File: config.mk
export PLATFORM = sky130hd
export DESIGN_NAME = gpio_input_capture
export DESIGN_NICKNAME = d
export VERILOG_FILES = /design/src/rtl/gpio_input_capture.sv
export SDC_FILE = /design/constraint.sdc
export NUM_CORES = 1
export LEC_CHECK = 0
export ABC_CLOCK_PERIOD_IN_PS = 3200
export BUFFER_PORTS_ARGS = -buffer_cell sky130_fd_sc_hd__buf_2
export CORE_MARGIN = 5
export CORE_UTILIZATION = 48
export CTS_BUF_LIST = sky130_fd_sc_hd__clkbuf_8
export CTS_CLUSTER_DIAMETER = 200
export DETAILED_ROUTE_END_ITERATION = 12
export PLACE_DENSITY = 0.81
export SLEW_MARGIN = 0
export SYNTH_ARGS = -nofsm -noshare
export SYNTH_HDL_FRONTEND = slang
export SYNTH_SLANG_ARGS = --single-unit
File: constraint.sdc
create_clock -name sysClk -period 3.2 [get_ports sysClk]
set_input_delay 0.8 -clock sysClk [delete_from_list [all_inputs] [get_ports sysClk]]
set_output_delay 0.8 -clock sysClk [all_outputs]
set_load 0.02 [all_outputs]
File: src/rtl/gpio_input_capture.sv
// GPIO input capture: synchronised pins, sticky W1C edge latches and a masked, registered interrupt.
// Optional per-pin debounce filter when GPIO_IN_DEBOUNCE_EN is defined; otherwise the level is the last sync stage.
module gpio_input_capture #(
  parameter int WIDTH           = 16,
  parameter int SYNC_STAGES     = 2,
  parameter int DEBOUNCE_CYCLES = 64
) (
  input  logic             sysClk,
  input  logic             sysReset,
  input  logic             sysCsrStrobe,
  input  logic [31:0]      sysGpioOut,
  output logic [31:0]      sysCsr,
  input  logic [WIDTH-1:0] gpioIn,
  output logic             sysInterrupt
);

`ifdef GPIO_IN_DEBOUNCE_EN
  localparam bit DB_EN = 1'b1;
`else
  localparam bit DB_EN = 1'b0;
`endif

  // Edges are ignored until the pipeline has flushed its post-reset contents.
  localparam int ARM_CYCLES = SYNC_STAGES + 1 + (DB_EN ? DEBOUNCE_CYCLES : 0);
  localparam int ARM_W      = $clog2(ARM_CYCLES + 1);

  logic [WIDTH-1:0] sync_q [SYNC_STAGES];
  logic [WIDTH-1:0] synced;
  logic [WIDTH-1:0] level;
  logic [WIDTH-1:0] prev_q;
  logic [WIDTH-1:0] latch_q;
  logic [WIDTH-1:0] mask_q;
  logic [WIDTH-1:0] evt;
  logic [WIDTH-1:0] clr;
  logic [ARM_W-1:0] arm_cnt;
  logic             armed;
  logic [15:0]      latch_16;
  logic [15:0]      level_16;
  logic             csr_unused;

  always_ff @(posedge sysClk or posedge sysReset) begin
    if (sysReset) begin
      for (int s = 0; s < SYNC_STAGES; s++) sync_q[s] <= '0;
    end else begin
      sync_q[0] <= gpioIn;
      for (int s = 1; s < SYNC_STAGES; s++) sync_q[s] <= sync_q[s-1];
    end
  end

  assign synced = sync_q[SYNC_STAGES-1];

`ifdef GPIO_IN_DEBOUNCE_EN
  localparam int DB_W = $clog2(DEBOUNCE_CYCLES + 1);

  logic [DB_W-1:0]  db_cnt [WIDTH];
  logic [WIDTH-1:0] level_q;

  // Level is accepted on the DEBOUNCE_CYCLES-th consecutive differing sample.
  always_ff @(posedge sysClk or posedge sysReset) begin
    if (sysReset) begin
      level_q <= '0;
      for (int i = 0; i < WIDTH; i++) db_cnt[i] <= '0;
    end else begin
      for (int i = 0; i < WIDTH; i++) begin
        if (synced[i] == level_q[i]) begin
          db_cnt[i] <= '0;
        end else if (db_cnt[i] == DB_W'(DEBOUNCE_CYCLES - 1)) begin
          level_q[i] <= synced[i];
          db_cnt[i]  <= '0;
        end else begin
          db_cnt[i] <= db_cnt[i] + 1'b1;
        end
      end
    end
  end

  assign level = level_q;
`else
  assign level = synced;
`endif

  assign armed = (arm_cnt == ARM_W'(ARM_CYCLES));
  assign evt   = armed ? (prev_q ^ level) : '0;
  assign clr   = (sysCsrStrobe && !sysGpioOut[31]) ? sysGpioOut[WIDTH-1:0] : '0;

  always_ff @(posedge sysClk or posedge sysReset) begin
    if (sysReset) begin
      arm_cnt <= '0;
      prev_q  <= '0;
      latch_q <= '0;
      mask_q  <= '0;
    end else begin
      if (!armed) arm_cnt <= arm_cnt + 1'b1;
      prev_q  <= level;
      // Set wins over a same-cycle clear so no edge is lost.
      latch_q <= (latch_q & ~clr) | evt;
      if (sysCsrStrobe && sysGpioOut[31]) mask_q <= sysGpioOut[WIDTH-1:0];
    end
  end

  always_comb begin
    latch_16              = '0;
    level_16              = '0;
    latch_16[WIDTH-1:0]   = latch_q;
    level_16[WIDTH-1:0]   = level;
  end

  always_ff @(posedge sysClk or posedge sysReset) begin
    if (sysReset) begin
      sysCsr       <= '0;
      sysInterrupt <= 1'b0;
    end else begin
      sysCsr       <= {latch_16, level_16};
      sysInterrupt <= |(latch_q & mask_q);
    end
  end

  assign csr_unused = ^sysGpioOut[30:WIDTH];

endmodule

==> impl_metrics.ini, run 1 <==
[clock_tree]
clk_pin_slew_ns = 0.09
numCtsBuffers = 9
cts_tree = done
hold_buffers = 0
cts_buffer_depth = 2
root_buffer = clkbuf_8
postCtsSetupRepairBufs = 0
cts_num_sinks = 99
cts_resized = 0
htree_levels = 3
clkLatencyLatePin_ns = 0.33

[setup_path]
crit_family = flip-flops
rrSetupSlack_ns = 1.61
crit_chain = buf_2
max_stage_delay_ns = 0.41
start_kind = flip-flop
cp_data_required_time_ns = 2.40
crit_slowest_cell = dfrtp_1
r2r-start = arm_cnt[0]
cp.arrival_ns = 0.91
rr_endpoint = arm_cnt[1]
path_class = flip-flop to output pin
crit_fanout = 2
cp_num_buf_inv = 1
reg2reg_depth = 2
end_kind = output pin

[power_and_ir_drop]
peakVddDrop_mv = 0.408
cellPowerDensity_nw_per_um2 = 630
combPwrFrac_pct = 8.2
p_total_mw = 2.40
clkPwrFrac_pct = 34.0
switching_power_mw = 0.544
swShare_pct = 22.7
leakagePower_nw = 1.68
pwr-share-seq_pct = 57.8
p_int_mw = 1.85

[placed_design]
pre_cts_ws_ns = 1.44
finalWeightedCongestion = 0.731
placed_cell_area_um2 = 3590
port_buffers = 68
dpl.hpwl_mm = 3.61
placed_cells = 325

[detailed_routing]
drt-initial-drc-count = 52
num_vias = 1677
drc = 0
drt-total-wl_mm = 5.33
drt_pre_antenna_iters = 3
ant_nets = 0
routedWlPerCell_um = 15.7
viasPerCell = 4.93

[finish]
nNetsFinal = 311
final_util_pct = 59.5
antenna_cells = 0
layout-drive-gt1-share_pct = 39.5
fin_cells = 340
area_delta_synth_final_pct = 20.5
stdcell_area_um2 = 3800
final_cell_mix = dfrtp_1 (99), buf_2 (68), a22o_1 (20)
layout_commonest_cell = dfrtp_1

[timing]
fmax_mhz = 584
hold_violations = 0
tns_ns = 0
fin_crit_sh_pct = 53.5
slew_headroom_pct = 45.8
period_minus_slack_ns = 1.71
maxSlewViolCount = 0
finClkSkew_ns = 0.00928
rsz0062_at_grt = false
hold_ws_ns = 0.354
finalSetupViolCount = 0
worst_pin_slew_ns = 0.813
setup_slack_ns = 1.49

[floorplan]
core_area_um2 = 6390
io_pins = 84
die_area_um2 = 8300
rows = 29
die_w_um = 91.1
initial_core_util_pct = 49.4
die_h_um = 91.1

[min_path]
min_from = sync_q[21]
holdCritPathClass = flip-flop to flip-flop
hold_end = level[5]
holdPathStages = 0

[synthesis]
synthDistinctLibCells = 15
synth_top_area_share_pct = 78.5
synth_seq_cells = 99
syn_inst = 183
netlist_area_um2 = 3160
synth_nets = 235
synth_warnings = 0
yosys.area.top_type = dfrtp_1
postSynthAreaPerCell_um2 = 17.3
ys_seq_area_share_pct = 78.5
synth_area_leaders = dfrtp_1 (78%), mux2_2 (6.1%), a22o_1 (5.5%)

[global_route]
gr-usage-all-layers_pct = 13.7
grt_pass1_wl_mm = 9.01
grt_pass1_vias = 1788
grt_max_degree = 100
grt_antenna_before_repair = 0
grt_overflow = 0

[run_status]
status = finished, final reports clean

[run]
drv_cap = 0
cells in the mapped netlist, drive strengths merged:
cell and number:
ha 1, nor2b 1, buf 5, inv 1, mux2 17, a22o 20, a221oi 4, dfrtp 99
xor2 16, nand2 17, nand4 1, xnor2 1
sequential cells by signal (all words and copies together), names as in the netlist:
name          cells
latch_16         16
mask_q           16
sync_q           16
arm_cnt           2
prev_q           15
sysCsr           17
level            16
sysInterrupt      1
final cells by class:
cell class	count	area [um2]
multi-input cells	78	642
inverters	1	7.51
flip-flops and latches	99	2480
repair buffers	70	368
clock buffers	12	165
fillers	514	2580
well taps	77	96.3
clock inverters	3	46.3
routing by layer:
metal / wire (um) / vias up / global-route usage, %
met1: 2380 / 855 / 18.9
met5: 0 / - / 0
met4: 42 / 0 / 5.13
li1: - / 776 / -
met2: 2610 / 42 / 20.7
met3: 304 / 4 / 4.05
worst max path at each step:
stage	start	end	slack, ns	depth (start not counted)
after global routing	prev_q[3]	sysCsr[3]	1.44	1
after detailed placement	sysGpioOut[31]	mask_q[2]	1.44	3
after CTS	prev_q[9]	sysCsr[9]	1.47	1
final	prev_q[9]	sysCsr[9]	1.49	1
after floorplan	sysReset	arm_cnt[0]	1.22	1
after global placement	sysCsrStrobe	mask_q[8]	1.46	3
cell families after synthesis:
kind of cell,after synthesis,synth area share [%]
flops,99,78.5
compound gates,24,6.66
simple gates,19,2.50
xor+xnor,17,4.72
mux,17,6.06
buf+inv,6,1.19
fa+ha+maj,1,0.396
power groups by stage:
| stage | registers (mW) | clock network, mW | logic (mW) |
|---|---|---|---|
| final | 1.39 | 0.814 | 0.197 |
| after global routing | 1.40 | 0.892 | 0.218 |
| after CTS | 1.39 | 0.833 | 0.202 |
| after detailed placement | 1.41 | 0 | 0.202 |
| after global placement | 1.41 | 0 | 0.198 |
| after floorplan | 1.43 | 0 | 0.0972 |
(Power assumes the default switching activity.)
==> run 2, diff against run 1 <==
- ABC_CLOCK_PERIOD_IN_PS: 3200 -> 1400
- clock period: 3.2 -> 1.4 ns (I/O delays scaled with it)
==> impl_metrics.ini, run 2 (synthesis results as in run 1) <==
[run_status]
status = finished, final reports clean

[min_path]
holdPathStages = 1
hold_end = sync_q[21]
holdCritPathClass = primary input to flip-flop
min_from = gpioIn[5]

[floorplan]
io_pins = 84
die_h_um = 91.1
die_area_um2 = 8300
rows = 29
core_area_um2 = 6390
die_w_um = 91.1
initial_core_util_pct = 49.4

[clock_tree]
postCtsSetupRepairBufs = 0
numCtsBuffers = 9
cts_buffer_depth = 2
clkLatencyLatePin_ns = 0.34
htree_levels = 3
root_buffer = clkbuf_8
hold_buffers = 1
cts_tree = done
clk_pin_slew_ns = 0.09
cts_num_sinks = 99
cts_resized = 0

[finish]
antenna_cells = 0
largest_register_ffs = 17
fillers = 515
final_cell_mix = dfrtp_1 (99), buf_2 (68), a22o_1 (20)
layout-drive-gt1-share_pct = 40.0
layout_commonest_cell = dfrtp_1
regMostFlops = sysCsr
area_delta_synth_final_pct = 22.2
stdcell_area_um2 = 3860
nNetsFinal = 317

[detailed_routing]
drt-initial-drc-count = 75
ant_nets = 0
num_vias = 1696
viasPerCell = 4.89
drt-total-wl_mm = 5.53
drt_pre_antenna_iters = 4
drc = 0
routedWlPerCell_um = 15.9

[setup_path]
r2r-start = latch_16[5]
rrSetupSlack_ns = 0.22
start_kind = flip-flop
crit_fanout = 2
rr_endpoint = sysInterrupt
crit_slowest_cell = dfrtp_1
crit_family = flip-flops
max_stage_delay_ns = 0.41
cp.arrival_ns = 0.92
cp_data_required_time_ns = 1.05
reg2reg_depth = 3
crit_chain = buf_2
path_class = flip-flop to output pin
cp_num_buf_inv = 1
end_kind = output pin

[global_route]
grt_overflow = 0
gr-usage-all-layers_pct = 14.3
grt_pass1_vias = 1864
grt_max_degree = 50
grt_pass1_wl_mm = 9.25
grt_antenna_before_repair = 0

[timing]
tns_ns = 0
hold_violations = 0
finalSetupViolCount = 0
worst_pin_slew_ns = 0.354
maxSlewViolCount = 0
slew_headroom_pct = 76.4
rsz0062_at_grt = false
fmax_mhz = 790
fin_crit_sh_pct = 90.5
finClkSkew_ns = 0.00845
hold_ws_ns = 0.104
period_minus_slack_ns = 1.27

[placed_design]
dpl.hpwl_mm = 3.83
finalWeightedCongestion = 0.720
placed_cell_area_um2 = 3650
port_buffers = 68

[power_and_ir_drop]
leakagePower_nw = 1.71
cellPowerDensity_nw_per_um2 = 1400
peakVddDrop_mv = 0.777

[run]
drv_cap = 0
[run 2: area by class of cell]
type                    count  area [um2]  area share (%)
clock buffers              10         138            3.57
clock inverters             6        57.6            1.49
inverters                   1        7.51           0.195
multi-input cells          78         642            16.6
flip-flops and latches     99        2480            64.2
well taps                  77        96.3            2.50
repair buffers             76         440            11.4
[run 2: how the worst max path moves through the flow]
stage,from,end,slack (ns),cells past startpoint
after floorplan,sysReset,arm_cnt[0],-0.13,1
after global placement,sysCsrStrobe,latch_16[12],0.15,5
after detailed placement,sysCsrStrobe,latch_16[9],0.13,5
after CTS,prev_q[6],sysCsr[6],0.11,1
after global routing,prev_q[10],sysCsr[10],0.09,1
final,prev_q[3],sysCsr[3],0.13,1
[run 2: layer usage]
layer | GRT usage (%) | part of all wire [%]
met3 | 4.38 | 6.6
met5 | 0 | 0
met4 | 6.97 | 1.7
met2 | 21.5 | 49
met1 | 18.9 | 43
[run 2: per-stage QoR]
step | cells | util [%] | worst slack [ns] | total power, mW
finish | 347 | 60.4 | 0.133 | 5.40
global route | 347 | 60.4 | 0.0899 | 5.65
CTS | 347 | 60.4 | 0.109 | 5.48
detailed placement | 330 | 57.2 | 0.130 | 3.71
global placement | 330 | 57.2 | 0.154 | 3.68
floorplan | 183 | - | -0.126 | 3.50
[run 2: where the power goes]
group          switching, mW  leakage, nW  internal, mW
clock network          0.896        0.101         0.860
logic                  0.250        0.533         0.224
registers              0.108         1.08          3.06
